`src/rtl/uart_deserialized_pkg.sv`:
```
// rtl/uart_deserialized_pkg.sv - shared UART frame constants, defaults and receiver state encoding
package uart_deserialized_pkg;

  localparam int UART_DATA_BITS = 8;
  localparam int UART_STOP_BITS = 1;

  localparam int DEF_CLKS_PER_BIT     = 173;
  localparam int DEF_DATA_WIDTH_BYTES = 6;
  localparam int DEF_TIMEOUT_BITS     = 16;

  typedef enum logic [2:0] {
    RX_IDLE,
    RX_START,
    RX_DATA,
    RX_STOP,
    RX_WAIT_HIGH
  } rx_state_t;

  // Bits needed to hold every value 0..max_val without overflow
  function automatic int cnt_width(input int max_val);
    return (max_val < 1) ? 1 : $clog2(max_val + 1);
  endfunction

endpackage

```
`src/rtl/uart_rx_byte.sv`:
```
// rtl/uart_rx_byte.sv - 8N1 byte receiver on an already-synchronized line
module uart_rx_byte
  import uart_deserialized_pkg::*;
#(
  parameter int CLKS_PER_BIT = DEF_CLKS_PER_BIT
) (
  input  logic                      clk,
  input  logic                      rst_n,
  input  logic                      rx,
  output logic [UART_DATA_BITS-1:0] byte_out,
  output logic                      byte_valid,
  output logic                      frame_err,
  output logic                      idle
);

  localparam int CLK_W = cnt_width(CLKS_PER_BIT - 1);
  localparam int BIT_W = cnt_width(UART_DATA_BITS - 1);
  localparam logic [CLK_W-1:0] HALF_BIT = CLK_W'((CLKS_PER_BIT - 1) / 2);
  localparam logic [CLK_W-1:0] FULL_BIT = CLK_W'(CLKS_PER_BIT - 1);
  localparam logic [BIT_W-1:0] LAST_BIT = BIT_W'(UART_DATA_BITS - 1);

  rx_state_t                 r_state;
  logic [CLK_W-1:0]          r_clk_cnt;
  logic [BIT_W-1:0]          r_bit_idx;
  logic [UART_DATA_BITS-1:0] r_shift;
  logic [UART_DATA_BITS-1:0] r_byte_out;
  logic                      r_byte_valid;
  logic                      r_frame_err;

  // Frame state machine: mid-bit sampling, LSB first, registered result strobes
  always_ff @(posedge clk or negedge rst_n) begin
    if (!rst_n) begin
      r_state      <= RX_IDLE;
      r_clk_cnt    <= '0;
      r_bit_idx    <= '0;
      r_shift      <= '0;
      r_byte_out   <= '0;
      r_byte_valid <= 1'b0;
      r_frame_err  <= 1'b0;
    end else begin
      r_byte_valid <= 1'b0;
      r_frame_err  <= 1'b0;
      case (r_state)
        RX_IDLE: begin
          r_clk_cnt <= '0;
          r_bit_idx <= '0;
          if (!rx) r_state <= RX_START;
        end
        RX_START: begin
          if (r_clk_cnt == HALF_BIT) begin
            r_clk_cnt <= '0;
            // a line already back high at mid start bit was only a glitch
            r_state   <= rx ? RX_IDLE : RX_DATA;
          end else begin
            r_clk_cnt <= r_clk_cnt + CLK_W'(1);
          end
        end
        RX_DATA: begin
          if (r_clk_cnt == FULL_BIT) begin
            r_clk_cnt <= '0;
            r_shift   <= {rx, r_shift[UART_DATA_BITS-1:1]};
            if (r_bit_idx == LAST_BIT) r_state <= RX_STOP;
            else r_bit_idx <= r_bit_idx + BIT_W'(1);
          end else begin
            r_clk_cnt <= r_clk_cnt + CLK_W'(1);
          end
        end
        RX_STOP: begin
          if (r_clk_cnt == FULL_BIT) begin
            r_clk_cnt <= '0;
            if (rx) begin
              r_byte_out   <= r_shift;
              r_byte_valid <= 1'b1;
              r_state      <= RX_IDLE;
            end else begin
              r_frame_err  <= 1'b1;
              r_state      <= RX_WAIT_HIGH;
            end
          end else begin
            r_clk_cnt <= r_clk_cnt + CLK_W'(1);
          end
        end
        RX_WAIT_HIGH: begin
          if (rx) r_state <= RX_IDLE;
        end
        default: r_state <= RX_IDLE;
      endcase
    end
  end

  assign byte_out   = r_byte_out;
  assign byte_valid = r_byte_valid;
  assign frame_err  = r_frame_err;
  assign idle       = (r_state == RX_IDLE);

endmodule

```
`src/rtl/uart_deserialized.sv`:
```
// rtl/uart_deserialized.sv - UART receiver assembling multi-byte words with inter-byte timeout
module uart_deserialized
  import uart_deserialized_pkg::*;
#(
  parameter int CLKS_PER_BIT     = DEF_CLKS_PER_BIT,
  parameter int DATA_WIDTH_BYTES = DEF_DATA_WIDTH_BYTES,
  parameter int TIMEOUT_BITS     = DEF_TIMEOUT_BITS
) (
  input  logic                                 clk,
  input  logic                                 reset,
  input  logic                                 rx_in,
  output logic [DATA_WIDTH_BYTES*UART_DATA_BITS-1:0] data_out,
  output logic                                 data_valid,
  output logic                                 framing_error,
  output logic                                 timeout_error,
  output logic                                 busy
);

  localparam int WORD_W  = DATA_WIDTH_BYTES * UART_DATA_BITS;
  localparam int PART_W  = (DATA_WIDTH_BYTES - 1) * UART_DATA_BITS;
  localparam int GAP_MAX = TIMEOUT_BITS * CLKS_PER_BIT;
  localparam int GAP_W   = cnt_width(GAP_MAX);
  localparam int BC_W    = cnt_width(DATA_WIDTH_BYTES - 1);
  localparam logic [GAP_W-1:0] GAP_LIMIT = GAP_W'(GAP_MAX);
  localparam logic [BC_W-1:0]  LAST_BYTE = BC_W'(DATA_WIDTH_BYTES - 1);

  logic [1:0]                r_sync;
  logic [BC_W-1:0]           r_byte_cnt;
  logic [GAP_W-1:0]          r_gap_cnt;
  logic [PART_W-1:0]         r_partial;
  logic [WORD_W-1:0]         r_data_out;
  logic                      r_timeout;

  logic [UART_DATA_BITS-1:0] w_byte;
  logic                      w_byte_valid;
  logic                      w_frame_err;
  logic                      w_rx_idle;
  logic                      w_word_done;
  logic                      w_timeout_hit;
  logic [WORD_W-1:0]         w_word;

  // Two-flop synchronizer; resets to the idle-high line level
  always_ff @(posedge clk or negedge reset) begin
    if (!reset) r_sync <= 2'b11;
    else        r_sync <= {r_sync[0], rx_in};
  end

  uart_rx_byte #(
    .CLKS_PER_BIT(CLKS_PER_BIT)
  ) u_rx_byte (
    .clk       (clk),
    .rst_n     (reset),
    .rx        (r_sync[1]),
    .byte_out  (w_byte),
    .byte_valid(w_byte_valid),
    .frame_err (w_frame_err),
    .idle      (w_rx_idle)
  );

  assign w_word_done   = w_byte_valid && (r_byte_cnt == LAST_BYTE);
  assign w_timeout_hit = w_rx_idle && (r_byte_cnt != '0) && (r_gap_cnt == GAP_LIMIT);
  assign w_word        = {w_byte, r_partial};

  // Word assembly, byte counter and inter-byte gap timer; timeout wins over everything
  always_ff @(posedge clk or negedge reset) begin
    if (!reset) begin
      r_byte_cnt <= '0;
      r_gap_cnt  <= '0;
      r_partial  <= '0;
      r_data_out <= '0;
      r_timeout  <= 1'b0;
    end else begin
      r_timeout <= 1'b0;
      if (w_timeout_hit) begin
        r_timeout  <= 1'b1;
        r_byte_cnt <= '0;
        r_gap_cnt  <= '0;
      end else begin
        if (w_rx_idle && (r_byte_cnt != '0)) r_gap_cnt <= r_gap_cnt + GAP_W'(1);
        else                                 r_gap_cnt <= '0;
        if (w_frame_err) begin
          r_byte_cnt <= '0;
        end else if (w_word_done) begin
          r_byte_cnt <= '0;
          r_data_out <= w_word;
        end else if (w_byte_valid) begin
          r_byte_cnt <= r_byte_cnt + BC_W'(1);
          for (int k = 0; k < DATA_WIDTH_BYTES - 1; k++) begin
            if (r_byte_cnt == BC_W'(k)) r_partial[k*UART_DATA_BITS +: UART_DATA_BITS] <= w_byte;
          end
        end
      end
    end
  end

  // The completed word is presented in the same cycle as its strobe, then held
  assign data_out      = w_word_done ? w_word : r_data_out;
  assign data_valid    = w_word_done;
  assign framing_error = w_frame_err;
  assign timeout_error = r_timeout;
  assign busy          = !w_rx_idle || (r_byte_cnt != '0);

endmodule

```
`config.mk`:
```
export PLATFORM = sky130hd
export DESIGN_NAME = uart_deserialized
export DESIGN_NICKNAME = d
export VERILOG_FILES = /design/src/rtl/uart_deserialized_pkg.sv /design/src/rtl/uart_rx_byte.sv /design/src/rtl/uart_deserialized.sv
export SDC_FILE = /design/constraint.sdc
export NUM_CORES = 1
export LEC_CHECK = 0
export CORE_UTILIZATION = 56
export DETAILED_ROUTE_END_ITERATION = 7
export GPL_ROUTABILITY_DRIVEN = 0
export HOLD_SLACK_MARGIN = 0.02
export PLACE_DENSITY = 0.83
export SYNTH_ARGS = -nofsm -noshare
export SYNTH_HDL_FRONTEND = slang
export SYNTH_SLANG_ARGS = --single-unit
```
`constraint.sdc`:
```
create_clock -name clk -period 6.4 [get_ports clk]
set_clock_uncertainty 0.2 [all_clocks]
set_input_delay 0.96 -clock clk [delete_from_list [all_inputs] [get_ports clk]]
set_output_delay 0.96 -clock clk [all_outputs]
set_load 0.005 [all_outputs]
```
-- Word level (Yosys, flattened, before mapping)
Index checks and enable logic that the tools add are counted.
- add/subtract/negate cells: 4
- multipliers: 0
- divide/modulo/power cells: 0
- order comparisons: 0
- equal/unequal tests: 20
- shifts and indexed selects: 0
- multiplexer cells: 29
- bitwise logic cells: 3
- reduce and logical (&&, ||, !) cells: 22
- operators by type and width (kind ; number):
    48-bit two-way mux ; 1
    3-bit two-way mux ; 13
    5-bit AND reduction ; 5
    12-bit two-way mux ; 2
    8-bit one-hot mux with 3 select lines ; 1
    8-bit two-way mux ; 2
    3-bit one-hot mux with 5 select lines ; 1
    12-bit by 1-bit adder with 12-bit output, second input constant ; 1
    12-bit == test, second input constant ; 1
    3-bit by 2-bit == test with 1-bit output, second input constant ; 4
    3-bit == test, second input constant ; 4
    8-bit by 1-bit adder with 8-bit output, second input constant ; 1
    8-bit by 7-bit == test with 1-bit output, second input constant ; 1
    8-bit == test, second input constant ; 1
    2-bit by 1-bit inequality test with 1-bit output, second input constant ; 4
    1-bit two-way mux ; 7
    3-bit by 1-bit adder with 3-bit output, second input constant ; 2
    3-bit by 1-bit == test with 1-bit output, second input constant ; 2
    3-bit zero test ; 2
    2-bit inequality test, second input constant ; 3
    3-bit one-hot mux with 2 select lines ; 1
    3-bit AND reduction ; 2
    6-bit AND reduction ; 1
    3-bit nonzero test ; 2
    9 further kinds ; 14
- register bits after elaboration: 138
- latch bits: 0
- RAM bits: 0
- memory bits (read-only): 0
- input port bits: 3
- output and inout port bits: 52
- word-level logic and storage cells: 95
- memories: 0

-- Longest topological paths before layout
Gate-level depths: netlist of the first run.
- depth after elaboration: 5
- gate-level depth with buffers: 9
- mapped depth without buffers: 8

-- Hierarchy
From an unflattened synthesis of the first run, not the netlist that was laid out.
- cells, all modules: 470
- area total of the unflattened synthesis: 6426.2 µm²
- modules (own cells, without submodules) (module ; times used ; cells an instance ; area each (µm²) ; seq. area each (µm²)):
    uart_deserialized ; 1 ; 338 ; 4838.4 ; 2655.0
    uart_rx_byte ; 1 ; 132 ; 1587.8 ; 800.8

-- Least setup slack after synthesis of the first run
OpenSTA, ideal clock, no wires.
- path kind: register to output
- from: register r_byte_cnt[1]
- to: output data_out[39]
- arrival: 1.460 ns
- setup slack: 3.780 ns
- cell stages (with the launch flop): 8
- path through: dfrtp_1 inv_1 ha_1 nand3_1 inv_2 clkbuf_1 nand2_1 nand2_1
- word-level cells in the longest chain between the ends: 3
- ends and longest elaborated chain (what ; line ; RTL):
    from (decl) ; uart_deserialized.sv:28 ; logic [BC_W-1:0] r_byte_cnt;
    from (signal assigned) ; uart_deserialized.sv:87 ; r_byte_cnt <= r_byte_cnt + BC_W'(1);
    3-bit == test ; uart_deserialized.sv:60 ; assign w_word_done = w_byte_valid && (r_byte_cnt == LAST_BYTE);
    1-bit logical AND ; uart_deserialized.sv:60 ;
    named net data_valid ; uart_deserialized.sv:13 ; output logic data_valid,
    48-bit two-way mux ; -- ;
    to (decl) ; uart_deserialized.sv:12 ; output logic [DATA_WIDTH_BYTES*UART_DATA_BITS-1:0] data_out,
The timed path passes the listed nets, and every way through them passes these cells.

-- Final worst setup path of the first run
- from: register r_byte_cnt[1]
- to: output data_out[24]
- word-level cells in the longest chain between the ends: 3
- ends and longest elaborated chain (what ; line):
    3-bit == test ; uart_deserialized.sv:60
    1-bit logical AND ; uart_deserialized.sv:60
    48-bit two-way mux ; --
No other way between the ends.

==> impl_results.md, run 1 <==
- # setup viols final: 0
- Die width: 110 um
- Setup_tns: 0 ns
- Worst path buffer plus inverter count: 3
- Total track usage: 24.0%
- Largest area contributor in the netlist: dfrtp_1
- Cell at the slowest stage of the critical path: inv_2
- Initial Utilization: between 50% and 60%
- Netlist cell types: 47
- Max_cap viols: 0
- CP endpoint kind: primary output
- WL/cell: 17.0 um
- Worst slack, placed: 2.93 ns
- Worst-Skew Late Latency: ~0.42 ns
- Via density: 5.51
- Hold depth: 0
- Largest net degree at the start of global routing: 78
- Relative max-transition margin: between 30 and 40%
- Commonest non-fill, non-tap cells in the layout: 160 x nand2_1, 136 x dfrtp_1, 53 x clkdlybuf4s50_1, 48 x mux2_4, 42 x mux2_2
- Critical path type: reg -> out
- Clock sink count: 138
- Fraction of registers with async set/reset: 100%
- WP data required: approximately 5.2 ns
- Reg2Reg Depth: 9
- Netlist Area Pre-Place: 6520 sq um
- Static Leak: 3.95 nW
- Cell Pwr Density: 241 nW/um^2
- Fin crit period: 3.96 ns
- Final WL: between 10 and 15 mm
- Cell Rows: 39
- Die height: roughly 110 um
- Final worst slack: about 2.4 ns
- Power Total: 1.86 mW
- Final nets: 636
- DR pass1 iterations: 5
- Post-DP HPWL: 8.22 mm
- Core area: ~11000 sq um
- Synth top area share: 52.2%
- Period utilisation layout: 61.9%
- Mean Syn Cell Area: 11.4 sq um
- Status: completed
- CTS tree: yes
- Post_cts resized: 0
- Non-Filler Cell Area, Final: ~7700 sq um
- Max FO, Critical Path: 50
- Post-Place Cells: 745
- DR vias: 4283
- CP cell instances: inv_1 -> ha_1 -> nand3_2 -> inv_2 -> nand2_1 -> nand2_1 -> clkdlybuf4s50_1
- Boundary Pins: 55
- Area growth from synthesis to layout: 18.4%
- Slew @ Worst Pin: 0.937 ns
- Synth top area cells: dfrtp_1 52%, mux2_4 11%, nand2_1 9.2%, mux2_2 7.3%, mux2_1 2.4%
- Number of hold violations in the final report: 0
- EDFF count, synth: 0
- Top_reg_cell synth: dfrtp_1
- Most common cell after layout, fill and taps aside: nand2_1
- Seq cells post-synth: 138
- CTS Buffer Depth: 2
- # diodes: 0
- Maximum clock frequency: 252 MHz
- Placed Area: 7130 sq um
- Worst vdd ir: 0.250 mV
- Crit-path max cell delay: 0.65 ns
- Die ar.: 12100 sq um
- Yosys warnings: 0
- Worst-path clk slew: 0.05 ns
- HP Class: reg -> reg
- Critical Path Start Type: register
- DR iter-0 viols: 303
- CP Data Arrival Time: between 2 and 3 ns
- Worst r2r src: r_byte_cnt[0]$_DFFE_PN0P_
- Hold-fix buffers at CTS: 0
- Syn Inst Count: 570
- DRC: 0
- Htree depth: 4
- Capturing point of the worst reg2reg path: r_data_out[46]$_DFFE_PN0N_
- GR Overflow Total: 0
- Setup slack, reg-to-reg: 3.11 ns
- I/O Buffers: 54
- Syn nets: 585
- Root buf cell: clkbuf_16
- CTS Buf Count: 17
- Max Slew Vio Count: 0
- Initial antenna violation count: 0
- Cell Count, Final, Fillers Out: between 700 and 800
- Sequential fraction of the synthesis area: 53.0%
- Worst Hold Endpoint: r_sync[1]$_DFF_PN1_
- RSZ-0062 raised after global routing: no
- Vias in the first global route: 4359
- Most frequent CP cell: nand2_1
- Post-CTS Setup Inserts: 0
- First-pass GRT wire length: 21.6 mm
- Layout cells sized above 1: 22.2%
- Min-delay src: r_sync[0]$_DFF_PN1_
- ANT nets after route: 0
- Cell family contributing the most delay on the critical path: buffers and inverters
where the power goes:
group | internal, mW | switching [mW]
Combinational | 0.00150 | 0.0167
Clock | 0.600 | 0.364
Sequential | 0.874 | 0.000634
Total | 1.48 | 0.382
stage by stage:
stage          util, %  hold WS, ns
2_1_floorplan        -        0.145
3_3_place_gp      62.7        0.147
3_5_place_dp      62.7        0.147
4_1_cts           67.9        0.155
5_1_grt           67.9        0.158
6_report          67.9        0.154
cell usage after synthesis (all sizes together) (3+ instances only):
cell type  count
a22o           3
ha            12
nand2        161
nand3         12
o21ai         10
and3           4
xnor2          7
nor2          29
clkbuf        18
nor2b          4
and2           4
nand4          5
nor4           3
dfrtp        136
mux2         104
inv           11
o211ai         3
a21oi          3
buf            7
nand2b         5
xor2           4
nand3b         3
logic make-up after synthesis:
logic type | synth area share (%)
muxes | 21.0
buffers and inverters | 2.76
DFF | 53.0
xor gates and xnor gates | 1.48
adders and majority gates | 2.30
and+or+nand+nor | 16.7
AOI/OAI and AO/OA | 2.71
area by class of cell:
| class | count | area, sq um |
|---|---|---|
| repair buffers | 57 | 561 |
| well taps | 143 | 179 |
| clock inverters | 12 | 123 |
| multi-input cells | 395 | 2890 |
| inverters | 12 | 46.3 |
| flip-flops and latches | 138 | 3460 |
| fillers | 781 | 3650 |
| clock buffers | 20 | 467 |
worst max path at each step:
stage	start	end	slack, ns	cells past startpoint
after floorplan	r_byte_cnt[1]$_DFFE_PN0P_	data_out[39]	3.78	7
after global placement	r_byte_cnt[1]$_DFFE_PN0P_	data_out[42]	3.00	7
after detailed placement	r_byte_cnt[1]$_DFFE_PN0P_	data_out[24]	2.93	7
after CTS	r_byte_cnt[1]$_DFFE_PN0P_	data_out[24]	2.43	7
after global routing	r_byte_cnt[1]$_DFFE_PN0P_	data_out[24]	2.28	7
final	r_byte_cnt[1]$_DFFE_PN0P_	data_out[24]	2.44	7
layer usage:
metal | track usage [%] | vias to the layer above | part of all wire (%)
li1 | - | 2020 | -
met1 | 31.3 | 2158 | 45
met2 | 38.8 | 90 | 50
met3 | 6.82 | 15 | 3.8
met4 | 7.71 | 0 | 1.2
met5 | 0 | - | 0
sequential cells by signal, indices dropped and copies added, names as in the netlist, 2 cells and up:
register	cells
r_partial	40
u_rx_byte.r_shift	8
u_rx_byte.r_clk_cnt	8
r_byte_cnt	3
r_sync	2
u_rx_byte.r_state	3
r_data_out	48
u_rx_byte.r_bit_idx	3
u_rx_byte.byte_out	8
r_gap_cnt	12
No activity file was read; power rests on OpenSTA's default activity.
==> run 2, diff against run 1 <==
==> constraint.sdc (replaced) <==
create_clock -name clk -period 4 [get_ports clk]
set_clock_uncertainty 0.2 [all_clocks]
set_input_delay 0.6 -clock clk [delete_from_list [all_inputs] [get_ports clk]]
set_output_delay 0.6 -clock clk [all_outputs]
set_load 0.005 [all_outputs]
==> impl_results.md, run 2 (synthesis gave the netlist of run 1 again) <==
- I/O Buffers: 54 (unchanged)
- Most common cell after layout, fill and taps aside: nand2_1 (unchanged)
- Largest net degree at the start of global routing: 74 (was 78)
- Setup_tns: 0 ns (unchanged)
- Non-Filler Cell Area, Final: 7760 sq um (was 7720 sq um)
- Post_cts resized: 0 (unchanged)
- Initial antenna violation count: 0 (unchanged)
- Placed Area: 7160 sq um (was 7130 sq um)
- Seq. cell area: 3460 sq um (unchanged)
- Layout cells sized above 1: 21.9% (was 22.2%)
- DRC: 0 (unchanged)
- First-pass GRT wire length: 21.5 mm (was 21.6 mm)
- Fin crit period: between 3 and 4 ns
- Relative max-transition margin: 43.4% (was 37.5%)
- Hold-fix buffers at CTS: 0 (unchanged)
- Die ar.: 12100 sq um (unchanged)
- Boundary Pins: 55 (unchanged)
- Reg2Reg Depth: 9 (unchanged)
- Cell at the slowest stage of the critical path: inv_2 (unchanged)
- GR Overflow Total: 0 (unchanged)
- Critical path type: reg -> out (unchanged)
- Slew @ Worst Pin: 0.843 ns (was 0.937 ns)
- Max Slew Vio Count: 0 (unchanged)
- Static Leak: 3.96 nW (was 3.95 nW)
- Final nets: 636 (unchanged)
- Via density: 5.50 (was 5.51)
- Commonest non-fill, non-tap cells in the layout: 160 x nand2_1, 136 x dfrtp_1, 53 x clkdlybuf4s50_1, 48 x mux2_4, 42 x mux2_2 (unchanged)
- Core area: 11400 sq um (unchanged)
- Status: completed (unchanged)
- DR vias: 4255 (was 4283)
- Maximum clock frequency: around 280 MHz
- Largest reg by FF count: r_data_out (unchanged)
- DR iter-0 viols: 314 (was 303)
- Cell Pwr Density: 392 nW/um^2 (was 241 nW/um^2)
- Setup slack, reg-to-reg: 1.02 ns (was 3.11 ns)
- Worst-path clk slew: 0.06 ns (was 0.05 ns)
- Max FO, Critical Path: 50 (unchanged)
- # setup viols final: 0 (unchanged)
- Max_cap viols: 0 (unchanged)
- RSZ-0062 raised after global routing: no (unchanged)
- Capturing point of the worst reg2reg path: r_data_out[46]$_DFFE_PN0N_ (unchanged)
- CP Data Arrival Time: 2.80 ns (about the same)
- Post-layout util: 68.2% (was 67.9%)
- Root buf cell: clkbuf_16 (unchanged)
- CP endpoint kind: primary output (unchanged)
- Worst r2r src: r_byte_cnt[0]$_DFFE_PN0P_ (unchanged)
- CP cell instances: inv_1 -> ha_1 -> nand3_2 -> inv_2 -> nand2_1 -> nand2_1 -> clkdlybuf4s50_1 (unchanged)
- CTS tree: yes (unchanged)
- CTS Buf Count: 17 (unchanged)
- Initial Utilization: 57.4% (unchanged)
- Multi-input logic area: 2890 sq um (unchanged)
- Period utilisation layout: 90.1%
- Die height: 110 um (unchanged)
- Cell Rows: 39 (unchanged)
- Hold Worst Slack: 0.0958 ns (was 0.154 ns)
- Vias in the first global route: 4331 (was 4359)
- Filler cells: 793 (was 781)
- Worst path buffer plus inverter count: 3 (unchanged)
- Htree depth: 4 (unchanged)
- Clock sink count: 138 (unchanged)
- Post-CTS Setup Inserts: 0 (unchanged)
- WP data required: 3.20 ns (was 5.24 ns)
- Max FFs per register: 48 (unchanged)
- Area growth from synthesis to layout: 19.0% (was 18.4%)
- Cell family contributing the most delay on the critical path: buffers and inverters (unchanged)
- DR pass1 iterations: 4 (was 5)
- ANT nets after route: 0 (unchanged)
- WL/cell: 16.9 um (was 17.0 um)
- Total track usage: 23.9% (was 24.0%)
- Critical Path Start Type: register (unchanged)
- Die width: 110 um (unchanged)
- Worst vdd ir: 0.330 mV (was 0.250 mV)
- Worst-Skew Late Latency: 0.41 ns (was 0.42 ns)
- Crit-path max cell delay: 0.62 ns (was 0.65 ns)
- Final WL: 13.1 mm (was 13.2 mm)
- # diodes: 0 (unchanged)
- CTS Buffer Depth: 2 (unchanged)
- Most frequent CP cell: nand2_1 (unchanged)
- Post-DP HPWL: 8.16 mm (was 8.22 mm)
- Largest regs: r_data_out: 48 flops, r_partial: 40 flops, r_gap_cnt: 12 flops (unchanged)
- HP Class: in -> async (was reg -> reg)
- Number of hold violations in the final report: 0 (unchanged)
[run 2: cell types whose count changed in the layout (fill, tap and decap cells not counted)]
cell and delta:
clkbuf_8 -3, clkinv_2 -3, buf_4 -2, buf_12 +2, bufinv_16 +2, inv_6 +1
[run 2: power by group]
group / internal [mW] / switching, mW / total [mW]
sequential: 1.40 / 0.000943 / 1.40
clock: 1.03 / 0.580 / 1.61
combinational: 0.00380 / 0.0268 / 0.0306
[run 2: worst max-delay path by stage]
| stage | slack [ns] | cells past startpoint | from | end |
|---|---|---|---|---|
| floorplan | 1.69 | 7 | r_gap_cnt[5]$_DFF_PN0_ | r_data_out[0]$_DFFE_PN0N_ |
| global placement | 0.99 | 7 | r_byte_cnt[1]$_DFFE_PN0P_ | data_out[23] |
| detailed placement | 0.89 | 7 | r_byte_cnt[1]$_DFFE_PN0P_ | data_out[38] |
| CTS | 0.39 | 7 | r_byte_cnt[1]$_DFFE_PN0P_ | data_out[15] |
| global route | 0.21 | 7 | r_byte_cnt[1]$_DFFE_PN0P_ | data_out[11] |
| finish | 0.40 | 7 | r_byte_cnt[1]$_DFFE_PN0P_ | data_out[15] |
[run 2: metal layers]
| metal | GRT usage, % | routed length, um |
|---|---|---|
| met5 | 0 | 0 |
| met2 | 40.1 | 6670 |
| met1 | 29.9 | 5720 |
| met3 | 6.76 | 488 |
| met4 | 7.62 | 178 |
[run 2: per-stage QoR]
| step | std cells | worst slack [ns] | power (mW) |
|---|---|---|---|
| after global placement | 745 | 0.989 | 1.46 |
| after global routing | 774 | 0.207 | 3.12 |
| after detailed placement | 745 | 0.889 | 1.46 |
| after CTS | 774 | 0.391 | 3.07 |
| after floorplan | 570 | 1.69 | 1.43 |
| final | 774 | 0.395 | 3.04 |
[run 2: area by class of cell]
class	instances	area share, %
Clock buffer	17	5.48
Inverter	12	0.597
Sequential cell	138	44.5
Tap cell	143	2.31
Multi-Input combinational cell	395	37.3
Clock inverter	12	2.27
Timing Repair Buffer	57	7.55
